## src/rtl/demux16_pkg.sv

```systemverilog
// Shared constants and types for the demux16_1_reg write side of the 16-entry register bank.
package demux16_pkg;

  localparam int NUM_ENTRIES = 16;
  localparam int WIDTH       = 16;
  localparam int SELW        = 4;

  typedef enum logic {
    IDLE  = 1'b0,
    SWEEP = 1'b1
  } demux_state_t;

  typedef logic [WIDTH-1:0] entry_t;

endpackage

```

## src/rtl/dec4_16.sv

```systemverilog
// Combinational 4-to-16 one-hot decoder with enable; all-zero output when disabled.
module dec4_16
  import demux16_pkg::*;
(
  input  logic [SELW-1:0]        sel_i,
  input  logic                   en_i,
  output logic [NUM_ENTRIES-1:0] onehot_o
);

  always_comb begin
    onehot_o = '0;
    if (en_i) begin
      onehot_o[sel_i] = 1'b1;
    end
  end

endmodule

```

## src/rtl/demux16_1_reg.sv

```systemverilog
// Registered 1-to-16 write distributor feeding the mux16_1 read side of a 16-entry bank.
// Optional sequential clear sweep is built only when DEMUX16_CLEAR_EN is defined.
module demux16_1_reg #(
  parameter int WIDTH = demux16_pkg::WIDTH,
  parameter int SELW  = demux16_pkg::SELW
) (
  input  logic             clk,
  input  logic             rst_n,
  input  logic [WIDTH-1:0] in_data,
  input  logic [SELW-1:0]  sel,
  input  logic             en,
  output logic             ready,
  input  logic             clr_req,
  output logic             busy,
  output logic [WIDTH-1:0] out0,
  output logic [WIDTH-1:0] out1,
  output logic [WIDTH-1:0] out2,
  output logic [WIDTH-1:0] out3,
  output logic [WIDTH-1:0] out4,
  output logic [WIDTH-1:0] out5,
  output logic [WIDTH-1:0] out6,
  output logic [WIDTH-1:0] out7,
  output logic [WIDTH-1:0] out8,
  output logic [WIDTH-1:0] out9,
  output logic [WIDTH-1:0] out10,
  output logic [WIDTH-1:0] out11,
  output logic [WIDTH-1:0] out12,
  output logic [WIDTH-1:0] out13,
  output logic [WIDTH-1:0] out14,
  output logic [WIDTH-1:0] out15,
  output logic [15:0]      wr_strobe,
  output logic [7:0]       wr_cnt
);
  import demux16_pkg::*;

  logic [WIDTH-1:0]       entry_q [NUM_ENTRIES];
  logic [WIDTH-1:0]       entry_d [NUM_ENTRIES];
  logic [NUM_ENTRIES-1:0] wrOnehot;
  logic [NUM_ENTRIES-1:0] clrOnehot;
  logic [NUM_ENTRIES-1:0] wrStrobe_q;
  logic [7:0]             wrCnt_q;
  logic [7:0]             wrCnt_d;
  logic                   ready_q;
  logic                   ready_d;
  logic                   busy_q;
  logic                   busy_d;
  logic                   accept;

  assign accept = en & ready_q;

  dec4_16 uWrDec (
    .sel_i    (sel),
    .en_i     (accept),
    .onehot_o (wrOnehot)
  );

`ifdef DEMUX16_CLEAR_EN
  demux_state_t    state_q;
  demux_state_t    state_d;
  logic [SELW-1:0] idx_q;
  logic [SELW-1:0] idx_d;
  logic            sweeping;

  always_comb begin
    state_d = state_q;
    idx_d   = idx_q;
    case (state_q)
      IDLE: begin
        if (clr_req) begin
          state_d = SWEEP;
          idx_d   = '0;
        end
      end
      SWEEP: begin
        idx_d = idx_q + 1'b1;
        if (idx_q == SELW'(NUM_ENTRIES - 1)) begin
          state_d = IDLE;
        end
      end
      default: begin
        state_d = IDLE;
        idx_d   = '0;
      end
    endcase
  end

  always_ff @(posedge clk or negedge rst_n) begin
    if (!rst_n) begin
      state_q <= IDLE;
      idx_q   <= '0;
    end else begin
      state_q <= state_d;
      idx_q   <= idx_d;
    end
  end

  assign sweeping = (state_q == SWEEP);

  // Clears are never concurrent with writes because ready is low for the whole sweep.
  dec4_16 uClrDec (
    .sel_i    (idx_q),
    .en_i     (sweeping),
    .onehot_o (clrOnehot)
  );

  assign ready_d = (state_d == IDLE);
  assign busy_d  = (state_d == SWEEP);
`else
  logic unusedClrReq;

  assign unusedClrReq = clr_req;
  assign clrOnehot    = '0;
  assign ready_d      = 1'b1;
  assign busy_d       = 1'b0;
`endif

  always_comb begin
    for (int i = 0; i < NUM_ENTRIES; i++) begin
      entry_d[i] = entry_q[i];
      if (wrOnehot[i]) begin
        entry_d[i] = in_data;
      end else if (clrOnehot[i]) begin
        entry_d[i] = '0;
      end
    end
    wrCnt_d = accept ? wrCnt_q + 8'd1 : wrCnt_q;
  end

  always_ff @(posedge clk or negedge rst_n) begin
    if (!rst_n) begin
      for (int i = 0; i < NUM_ENTRIES; i++) begin
        entry_q[i] <= '0;
      end
      wrStrobe_q <= '0;
      wrCnt_q    <= '0;
      ready_q    <= 1'b1;
      busy_q     <= 1'b0;
    end else begin
      for (int i = 0; i < NUM_ENTRIES; i++) begin
        entry_q[i] <= entry_d[i];
      end
      wrStrobe_q <= wrOnehot;
      wrCnt_q    <= wrCnt_d;
      ready_q    <= ready_d;
      busy_q     <= busy_d;
    end
  end

  assign ready     = ready_q;
  assign busy      = busy_q;
  assign wr_strobe = wrStrobe_q;
  assign wr_cnt    = wrCnt_q;

  assign out0  = entry_q[0];
  assign out1  = entry_q[1];
  assign out2  = entry_q[2];
  assign out3  = entry_q[3];
  assign out4  = entry_q[4];
  assign out5  = entry_q[5];
  assign out6  = entry_q[6];
  assign out7  = entry_q[7];
  assign out8  = entry_q[8];
  assign out9  = entry_q[9];
  assign out10 = entry_q[10];
  assign out11 = entry_q[11];
  assign out12 = entry_q[12];
  assign out13 = entry_q[13];
  assign out14 = entry_q[14];
  assign out15 = entry_q[15];

endmodule

```

## config.mk

```make
export PLATFORM = sky130hd
export DESIGN_NAME = demux16_1_reg
export DESIGN_NICKNAME = d
export VERILOG_FILES = /design/src/rtl/demux16_pkg.sv /design/src/rtl/dec4_16.sv /design/src/rtl/demux16_1_reg.sv
export SDC_FILE = /design/constraint.sdc
export NUM_CORES = 1
export LEC_CHECK = 0
export CAP_MARGIN = 20
export CORE_MARGIN = 5
export CORE_UTILIZATION = 51
export CTS_CLUSTER_SIZE = 24
export DETAILED_ROUTE_END_ITERATION = 8
export PLACE_DENSITY_LB_ADDON = 0.05
export SLEW_MARGIN = 20
export SYNTH_ARGS = -nofsm -noshare
export SYNTH_HDL_FRONTEND = slang
export SYNTH_SLANG_ARGS = --single-unit
export TNS_END_PERCENT = 5
```

## constraint.sdc

```tcl
create_clock -name clk -period 3.3 [get_ports clk]
set_input_delay 0.66 -clock clk [delete_from_list [all_inputs] [get_ports clk]]
set_output_delay 0.66 -clock clk [all_outputs]
set_load 0.005 [all_outputs]
```

==> flow_summary.ini <==
[run_status]
status = finished, final reports clean

[cts]
clockBufferDepth = 3
cts_inserted_buffers = 28
hold_buffers = 0
root_buffer = clkbuf_16
cts.sink_count = 280
post-cts-setup-buffers = 0
clkLatencyLatePin_ps = 520
cts-htree-levels = 1
cts_tree = yes
ctsResizeCount = 0
clkTransAtPathRegs_ps = 60

[setup_path]
crit_path_start_kind = input port
r2r_setup_slack_ps = 2190
cp_max_fo = 17
slowest_delay_ps = 800
cp-end-kind = flip-flop
required_ps = 3700
critPathKind = in -> reg
crit_path_cell_trace = clkdlybuf4s50_1 > nand2b_1 > or2_1 > mux2_2
worstPathArrival_ps = 2730
critPathSlowestCell = or2_1

[grt]
grt_usage_pct = 22.2
grt-ovfl-total = 0
grt_start_max_net_pins = 80
antenna_found_initial = 0
grt_pass1_vias = 6952
grt_pass1_wl_mm = 41.2

[final_layout]
area_growth_pct = 40.3
antenna_cells = 0
finalNonFillerCells = 1223
nFillCells = 1285
post-route-util_pct = 72.6
drive_gt1_share_pct = 33.9
nets = 960

[synthesis]
syn_area_sq_um = 10400
synth_warnings = 0
ys.flop_type = dfrtp_1
synth.area.mux_share_pct = 28.1
yosys.area.top_type = dfrtp_1
ys_seq_elements = 280
synth_compound_area_share_pct = 0
synth_cell_types = 25
syn_nets = 651
synth.most_common_cell = dfrtp_1
yosys.area_share.simple_pct = 1.63
synth_top_family_by_area = multiplexers
synthTopCellsByArea = dfrtp_1 (67%), mux2_2 (27%), mux2_4 (1.3%)
synth_cells = 626
yosys-top-cells-count = dfrtp_1 (280), mux2_2 (248), clkbuf_1 (17)
yosysSeqAreaShare_pct = 67.1
synthArstFlopShare_pct = 100
synthDominantCellAreaShare_pct = 67.1
synth_fa_ha_area_share_pct = 0.120
post_synth.cell_area_avg_sq_um = 16.7
synthXorXnorAreaFrac_pct = 0.588
synth_edf_count = 0

[power_and_ir_drop]
p_switching_w = 0.00257
irDropWorstVdd_v = 0.000563
switching_share_pct = 24.5
intPower_w = 0.00793
cellPowerDensity_nw_per_um2 = 717
p_leak_nw = 6.42
power_frac_seq_pct = 44.5
p_clk_share_pct = 29.2
comb_power_share_pct = 26.4

[floorplan]
num_rows = 52
dieArea_sq_um = 23400
ios = 306
core_area_sq_um = 20200
fp.dieW_microns = 153
die_h_microns = 153
start_util_pct = 51.7

[sta]
hold_violations = 0
holdWs_ps = 104
period_share_pct = 70.4
rsz0062_at_grt = no
relSlewSlack_pct = 31.9
tns_ps = 0
fmax_mhz = 430
tightest_slew_ps = 1020
finClkSkew_ps = 1.35
min_period_ps = 2320
setup-violations-final = 0
maxSlewViolCount = 0

[routing]
final_antenna_net_count = 0
wl_per_cell_microns = 21.7
postRouteWirelength_mm = 26.5
num_vias = 6318
first_pass_iters = 4
drtIter0Drc = 202
vias_per_cell = 5.17
post-route-drc-count = 0

[run]
maxCapViolCount = 0

[placed_design]
dp_hpwl_mm = 19.0
gp_congestion = 0.785
place_inst = 1175
port_buffers = 302

[hold_path]
hp-class = in -> async
[path summary, 6_finish.rpt]
path,start,end,cells after the start
worst max-delay path,sel[1],out1[4],4
worst min-delay path,rst_n,wr_strobe[12],1
max in group asynchronous,rst_n,out14[2],2
worst max register to register,wr_cnt[0],wr_cnt[1],2
min in group clk,wr_cnt[7],wr_cnt[7],1
worst min register to register,wr_cnt[7],wr_cnt[7],1
[logic make-up after synthesis]
family | count (synthesis)
flip-flops | 280
multiplexers | 257
buffers and inverters | 47
AND/OR/NAND/NOR | 32
XOR/XNOR | 7
other | 2
adder cells (fa/ha/maj) | 1
[layer usage]
metal  GRT usage (%)  up-vias  routed length [microns]
met1            26.8     3274                    10300
met4            5.47        0                      664
li1                -     2783                        -
met5               0        -                        0
met3            6.79       43                     2030
met2            39.2      218                    13500
[power groups by stage]
stage | Combinational [W] | Clock, W | Sequential (W)
after floorplan | 0.000761 | 0 | 0.00472
after global placement | 0.00274 | 0 | 0.00466
after detailed placement | 0.00280 | 0 | 0.00472
after CTS | 0.00282 | 0.00311 | 0.00467
after global routing | 0.00295 | 0.00326 | 0.00476
final | 0.00277 | 0.00306 | 0.00467
[sequential cells by signal, indices dropped and copies added, names as in the netlist]
signal / flops
out7: 16
out13: 16
out11: 16
wr_cnt: 8
out4: 16
out5: 16
wr_strobe: 16
out10: 16
out15: 16
out12: 16
out14: 16
out6: 16
out1: 16
out0: 16
out9: 16
out3: 16
out8: 16
out2: 16
[critical path, delay by kind of cell]
kind / cells / cell delay, ps
multiplexers: 1 / 430
AND/OR/NAND/NOR: 2 / 1060
buffers and inverters: 1 / 570
[per-stage QoR]
stage	total power, W	setup WS (ps)	cell area (sq um)
2_1_floorplan	0.00548	1130	10400
3_3_place_gp	0.00740	506	13800
3_5_place_dp	0.00752	423	13800
4_1_cts	0.0106	957	14600
5_1_grt	0.0110	907	14600
6_report	0.0105	977	14600
[final cells by class]
type | count | area [sq um] | area share [%]
clock inverters | 4 | 70.1 | 0.479
multi-input cells | 299 | 3200 | 21.9
inverters | 6 | 22.5 | 0.154
well taps | 270 | 338 | 2.31
clock buffers | 44 | 812 | 5.55
repair buffers | 320 | 3190 | 21.8
flip-flops and latches | 280 | 7010 | 47.9
[cell usage in the layout (no fill, tap or decap), drive strengths merged]
| master | netlist | routed |
|---|---|---|
| conb | 2 | 2 |
| clkinv | 0 | 2 |
| clkbuf | 17 | 44 |
| bufinv | 0 | 2 |
| xnor2 | 4 | 4 |
| nand2b | 2 | 2 |
| ha | 1 | 1 |
| or3b | 1 | 1 |
| dfrtp | 280 | 280 |
| nand3 | 1 | 1 |
| xor2 | 3 | 3 |
| nand3b | 2 | 2 |
| or3 | 4 | 4 |
| inv | 6 | 6 |
| mux2 | 257 | 257 |
| nand2 | 3 | 3 |
| buf | 24 | 19 |
| nor2 | 12 | 12 |
| clkdlybuf4s50 | 0 | 301 |
| and3 | 1 | 1 |
| or2 | 2 | 2 |
| nand4 | 4 | 4 |
Note: power is estimated with default switching activity, not from simulation.
